<file path="src/rtl/vga_pkg.sv">
// Shared types and constants for the VGA test-pattern path: pattern modes,
// the packed colour record and the palette loaded at reset.
package vga_pkg;

    typedef enum logic [1:0] {
        VBARS   = 2'd0,
        HBARS   = 2'd1,
        CHECKER = 2'd2,
        SCROLL  = 2'd3
    } pattern_mode_t;

    typedef struct packed {
        logic [7:0] r;
        logic [7:0] g;
        logic [7:0] b;
    } rgb_t;

    localparam int DEFAULT_PAL_LEN = 8;

    // Channels are either 00 or FF, so only the top bit is needed to widen to any CW.
    localparam rgb_t DEFAULT_PAL [DEFAULT_PAL_LEN] = '{
        '{8'hFF, 8'h00, 8'h00},
        '{8'h00, 8'hFF, 8'h00},
        '{8'h00, 8'h00, 8'hFF},
        '{8'hFF, 8'hFF, 8'hFF},
        '{8'hFF, 8'hFF, 8'h00},
        '{8'h00, 8'hFF, 8'hFF},
        '{8'hFF, 8'h00, 8'hFF},
        '{8'h00, 8'h00, 8'h00}
    };

endpackage

</file>
<file path="src/rtl/palette_regfile.sv">
// NUM_BARS-entry colour palette: one synchronous write port, one combinational
// read port, entries return to the default palette on reset.
module palette_regfile
    import vga_pkg::*;
#(
    parameter int NUM_BARS = 4,
    parameter int CW       = 8,
    parameter int IW       = $clog2(NUM_BARS)
) (
    input  logic            clk_25,
    input  logic            TD_RESET_N,
    input  logic            wr_en,
    input  logic [IW-1:0]   wr_idx,
    input  logic [3*CW-1:0] wr_rgb,
    input  logic [IW-1:0]   rd_idx,
    output logic [3*CW-1:0] rd_rgb
);

    logic [3*CW-1:0] entry_reg [NUM_BARS];
    logic [3*CW-1:0] def_pal   [NUM_BARS];

    for (genvar gi = 0; gi < NUM_BARS; gi++) begin : g_default
        assign def_pal[gi] = {{CW{DEFAULT_PAL[gi % DEFAULT_PAL_LEN].r[7]}},
                              {CW{DEFAULT_PAL[gi % DEFAULT_PAL_LEN].g[7]}},
                              {CW{DEFAULT_PAL[gi % DEFAULT_PAL_LEN].b[7]}}};
    end

    always_ff @(posedge clk_25 or negedge TD_RESET_N) begin
        if (!TD_RESET_N) begin
            for (int i = 0; i < NUM_BARS; i++) begin
                entry_reg[i] <= def_pal[i];
            end
        end else if (wr_en) begin
            entry_reg[wr_idx] <= wr_rgb;
        end
    end

    // Same-cycle read sees the pre-write entry.
    assign rd_rgb = entry_reg[rd_idx];

endmodule

</file>
<file path="src/rtl/color_bar_gen.sv">
// Test-pattern generator: maps timing-core coordinates to a palette index per
// pattern mode and registers the resulting colour one cycle later.
module color_bar_gen
    import vga_pkg::*;
#(
    parameter int HVID        = 640,
    parameter int VVID        = 480,
    parameter int NUM_BARS    = 4,
    parameter int CW          = 8,
    parameter int SCROLL_STEP = 4,
    localparam int IW         = $clog2(NUM_BARS)
) (
    input  logic          clk_25,
    input  logic          TD_RESET_N,
    input  logic [9:0]    horizontal_num,
    input  logic [9:0]    vertical_num,
    input  logic          frame_start,
    input  logic          load_enable,
    input  logic [IW-1:0] load_idx,
    input  logic [3*CW-1:0] load_rgb,
    input  logic          mode_wr,
    input  logic [1:0]    mode_sel,
    output logic [CW-1:0] red,
    output logic [CW-1:0] green,
    output logic [CW-1:0] blue
);

    localparam int BW = HVID / NUM_BARS;
    localparam int BH = VVID / NUM_BARS;

    pattern_mode_t   pending_mode_reg, pending_mode_next;
    pattern_mode_t   active_mode_reg, active_mode_next;
    logic [9:0]      offset_reg, offset_next;
    logic [10:0]     offset_adv;
    logic [3*CW-1:0] rgb_reg, rgb_next;

    logic [10:0]     scroll_sum;
    logic [10:0]     scroll_x;
    logic            blank;
    logic [NUM_BARS-2:0] h_ge, v_ge, x_ge;
    logic [IW-1:0]   hbar, vbar, xbar, bar_idx;
    logic [3*CW-1:0] pal_rgb;

    function automatic logic [IW-1:0] bar_count(input logic [NUM_BARS-2:0] ge);
        logic [IW-1:0] n;
        n = '0;
        for (int k = 0; k < NUM_BARS - 1; k++) begin
            if (ge[k]) n = IW'(k + 1);
        end
        return n;
    endfunction

    always_comb begin
        pending_mode_next = pending_mode_reg;
        active_mode_next  = active_mode_reg;
        offset_next       = offset_reg;
        offset_adv        = {1'b0, offset_reg} + 11'(SCROLL_STEP);
        if (frame_start) begin
            active_mode_next = pending_mode_reg;
            if (pending_mode_reg == SCROLL) begin
                offset_next = (offset_adv >= 11'(HVID)) ? 10'(offset_adv - 11'(HVID))
                                                        : offset_adv[9:0];
            end else begin
                offset_next = '0;
            end
        end
        if (mode_wr) begin
            pending_mode_next = pattern_mode_t'(mode_sel);
        end
    end

    // The pixel arriving with frame_start already belongs to the new frame,
    // so it is coloured with the freshly committed mode and offset.
    assign scroll_sum = {1'b0, horizontal_num} + {1'b0, offset_next};
    assign scroll_x   = (scroll_sum >= 11'(HVID)) ? scroll_sum - 11'(HVID) : scroll_sum;

    for (genvar gi = 1; gi < NUM_BARS; gi++) begin : g_thresh
        assign h_ge[gi-1] = {1'b0, horizontal_num} >= 11'(gi * BW);
        assign v_ge[gi-1] = {1'b0, vertical_num}   >= 11'(gi * BH);
        assign x_ge[gi-1] = scroll_x               >= 11'(gi * BW);
    end

    assign hbar = bar_count(h_ge);
    assign vbar = bar_count(v_ge);
    assign xbar = bar_count(x_ge);

    always_comb begin
        bar_idx = hbar;
        case (active_mode_next)
            VBARS:   bar_idx = hbar;
            HBARS:   bar_idx = vbar;
            CHECKER: bar_idx = hbar + vbar;
            SCROLL:  bar_idx = xbar;
            default: bar_idx = hbar;
        endcase
    end

    palette_regfile #(
        .NUM_BARS (NUM_BARS),
        .CW       (CW),
        .IW       (IW)
    ) u_palette (
        .clk_25     (clk_25),
        .TD_RESET_N (TD_RESET_N),
        .wr_en      (load_enable),
        .wr_idx     (load_idx),
        .wr_rgb     (load_rgb),
        .rd_idx     (bar_idx),
        .rd_rgb     (pal_rgb)
    );

    assign blank    = ({1'b0, horizontal_num} >= 11'(HVID)) || ({1'b0, vertical_num} >= 11'(VVID));
    assign rgb_next = blank ? '0 : pal_rgb;

    always_ff @(posedge clk_25 or negedge TD_RESET_N) begin
        if (!TD_RESET_N) begin
            pending_mode_reg <= VBARS;
            active_mode_reg  <= VBARS;
            offset_reg       <= '0;
            rgb_reg          <= '0;
        end else begin
            pending_mode_reg <= pending_mode_next;
            active_mode_reg  <= active_mode_next;
            offset_reg       <= offset_next;
            rgb_reg          <= rgb_next;
        end
    end

    assign red   = rgb_reg[3*CW-1 -: CW];
    assign green = rgb_reg[2*CW-1 -: CW];
    assign blue  = rgb_reg[CW-1   -: CW];

endmodule
</file>
<file path="config.mk">
export PLATFORM = sky130hd
export DESIGN_NAME = color_bar_gen
export DESIGN_NICKNAME = d
export VERILOG_FILES = /design/src/rtl/vga_pkg.sv /design/src/rtl/palette_regfile.sv /design/src/rtl/color_bar_gen.sv
export SDC_FILE = /design/constraint.sdc
export NUM_CORES = 1
export LEC_CHECK = 0
export CELL_PAD_IN_SITES_DETAIL_PLACEMENT = 1
export CELL_PAD_IN_SITES_GLOBAL_PLACEMENT = 2
export CORE_UTILIZATION = 37
export DETAILED_ROUTE_END_ITERATION = 12
export PLACE_DENSITY_LB_ADDON = 0.1
export RECOVER_POWER = 50
export SLEW_MARGIN = 30
export SYNTH_ARGS = -nofsm -noshare
export SYNTH_HDL_FRONTEND = slang
export SYNTH_SLANG_ARGS = --single-unit
</file>
<file path="constraint.sdc">
create_clock -name clk_25 -period 7.42 [get_ports clk_25]
set_input_delay 1.484 -clock clk_25 [delete_from_list [all_inputs] [get_ports clk_25]]
set_output_delay 1.484 -clock clk_25 [all_outputs]
set_load 0.05 [all_outputs]
</file>
==> flow_summary.ini, run 1 <==
[status]
outcome = finished, violations left
violations = design-rule violations, max-capacitance violations, max-slew violations

[global_route]
gr-total-overflow = 0
grt_max_degree = 54
antenna_found_initial = 0
grt_pass1_vias = 5645
grt_usage_pct = 20.0
grt_pass1_wl_um = 30200

[placement]
dpl.hpwl_um = 12000
finalWeightedCongestion = 0.802
port-buffer-count = 73

[timing]
setup_violations = 0
worstMarginPinSlew_ns = 2.27
final_hold_viol_count = 0
finalSetupTns_ns = 0
rsz0062_at_grt = false
max_slew_margin_pct = -51.0
fmax_ghz = 0.152
fin_skew_ns = 0.00856
drv_slew = 185
finalCriticalPeriod_ns = 6.57
final.period_utilization_pct = 88.6

[detailed_routing]
via_per_inst = 5.55
drcViolationCount = 9
via_count = 5213
wl_um = 18200
first_iter_violations = 202
antenna_left = 0
wl_per_cell_um = 19.3
dr.pass1.iters = 8

[die]
dieArea_um2 = 19100
fp.coreArea_um2 = 18100
rows = 49
start_util_pct = 38.0
dieHeight_um = 138
die_w_um = 138
io_pins = 77

[critical_path]
critical_path.endpoint = rgb_reg[6]
r2r_start = offset_reg[2]
r2r_slack_ns = 0.85
cp.arrival_ns = 6.85
crit_fanout = 19
crit_start = offset_reg[2]
start_kind = flop
r2r_cells = 25
cp_data_required_time_ns = 7.70
path_class = reg2reg
end_kind = flop
timing.rr.end = rgb_reg[6]

[yosys]
syn_area_um2 = 6870
yosys-top-cells-area = dfrtp_1, dfstp_2, mux2_2
ys.warnings.count = 0
async_flop_share_pct = 100
synth.avg_cell_area_um2 = 11.1
synth_edf_count = 0
ys.flop_type = dfrtp_1
yosysUniqueCellTypes = 62
syn-num-nets = 688
seq_area_frac_synth_pct = 49.7
synth_top_area_share_pct = 31.3
synth-seq-cells = 134
synth_area_leader_cell = dfrtp_1
postSynthCellCount = 619

[cells_and_area]
final_common_cell = mux2_2
antennaDiodeCount = 0
fin_util_pct = 47.0
drive_gt1_share_pct = 29.0
largest_reg_flops = 96
final_cell_mix = mux2_2, dfrtp_1, clkdlybuf4s50_1
final_nets = 766
area_growth_syn_to_layout_pct = 23.7

[job]
drv_cap = 6

[pwr]
power.density_nw_per_um2 = 299
p_leak_nw = 3.38
ir_drop_v = 0.000154

[clock_tree]
cts_tree = built
path_clk_slew_ns = 0.06
clk_path_buf_depth = 2
root_buffer = clkbuf_16
cts_max_level = 4
clk-insertion-delay-late_ns = 0.41
cts_hold_buf = 0
clkSinkCount = 134
numCtsBuffers = 17

[hold_path]
whs_path_depth = 1
min_path_type = reg2reg
through the flow:
| stage | hold WS, ns | cell area (µm²) | power (W) | worst slack (ns) | std cells |
|---|---|---|---|---|---|
| global route | 0.521 | 8500 | 0.00266 | 0.106 | 939 |
| CTS | 0.510 | 8510 | 0.00256 | 0.654 | 937 |
| global placement | 0.486 | 7920 | 0.00169 | 0.632 | 905 |
| finish | 0.506 | 8500 | 0.00254 | 0.848 | 939 |
| detailed placement | 0.496 | 7920 | 0.00171 | 0.657 | 905 |
| floorplan | 0.479 | 6870 | 0.00144 | 2.17 | 619 |
worst max-delay path, stage by stage, from the launching register on:
cell	delay (ns)
dfrtp_1	0.45
ha_1	0.32
nand4_1	0.15
or2_2	0.34
xnor2_1	0.20
ha_1	0.31
a21boi_0	0.24
o22ai_1	0.11
a22oi_1	0.29
xnor2_1	0.13
o21a_1	0.17
o21ai_0	0.23
ha_1	0.39
a21oi_1	0.19
o21ai_0	0.11
o21ai_1	0.13
xor2_1	0.18
ha_1	0.30
a2111oi_1	0.40
nor3_1	0.11
a211oi_2	0.43
or2_1	0.36
buf_4	0.35
a21oi_1	0.11
a211oi_1	0.33
a31oi_1	0.08
repair_timing:
| action | in CTS | in global routing |
|---|---|---|
| endpoints found under the setup margin | 0 | 19 |
| endpoints found under the hold margin | 0 | 0 |
| buffers inserted | 0 | 2 |
| resized for setup | 0 | 0 |
cell type report:
cell class / count / area [µm²]
multi-input combinational: 431 / 3240
clock inverter: 14 / 148
clock buffer: 18 / 439
inverter: 19 / 71.3
fill: 1914 / 9580
tap: 229 / 287
sequential: 134 / 3410
timing repair buffer: 94 / 910
synthesized netlist by cell type (all sizes together) (3+ instances only):
cell	instances
xnor2	5
a31oi	25
clkbuf	19
o22ai	5
a21oi	38
and2	3
o31ai	3
buf	16
nand2	67
nand3	9
and3	3
and4	5
o21a	3
a21o	3
o21ai	44
or3	3
nor3b	5
dfstp	48
a211oi	32
inv	19
mux2	99
mux2i	5
nor3	7
nand3b	3
ha	15
nor2	12
dfrtp	86
nand4	7
cells by family after synthesis:
group / Yosys count / share of synthesized area (%)
DFF: 134 / 49.7
AOI/OAI and AO/OA: 170 / 15.8
and+or+nand+nor: 133 / 9.90
buffers and inverters: 54 / 3.66
xor gates and xnor gates: 7 / 0.892
adders and majority gates: 17 / 3.17
muxes: 104 / 16.9
how the worst min path moves through the flow:
stage,startpoint,endpoint
CTS,u_palette.entry_reg[35],u_palette.entry_reg[35]
finish,u_palette.entry_reg[50],u_palette.entry_reg[50]
floorplan,u_palette.entry_reg[32],u_palette.entry_reg[32]
detailed placement,u_palette.entry_reg[35],u_palette.entry_reg[35]
global route,u_palette.entry_reg[69],u_palette.entry_reg[69]
global placement,u_palette.entry_reg[34],u_palette.entry_reg[34]
where the power goes:
part	internal (W)	switching (W)	leakage (nW)
Sequential	0.000918	0.0000705	1.56
Combinational	0.000287	0.000429	1.54
Clock	0.000505	0.000331	0.276
Total	0.00171	0.000830	3.38
metal layers:
| metal | GRT usage (%) | up-vias | routed length [µm] |
|---|---|---|---|
| li1 | - | 2442 | - |
| met1 | 25.3 | 2685 | 8410 |
| met2 | 35.0 | 76 | 9140 |
| met3 | 4.33 | 10 | 458 |
| met4 | 4.73 | 0 | 136 |
| met5 | 0 | - | 0 |
No activity file was read; power rests on OpenSTA's default activity.
==> run 2, diff against run 1 <==
--- a/config.mk
+++ b/config.mk
@@ -8,6 +8,7 @@
 export CELL_PAD_IN_SITES_DETAIL_PLACEMENT = 1
 export CELL_PAD_IN_SITES_GLOBAL_PLACEMENT = 2
 export CORE_UTILIZATION = 37
+export CTS_CLUSTER_SIZE = 8
 export DETAILED_ROUTE_END_ITERATION = 12
 export PLACE_DENSITY_LB_ADDON = 0.1
 export RECOVER_POWER = 50
==> results of run 2 <==
Same layout as run 1: the final DEF is identical, and so are final timing and power.
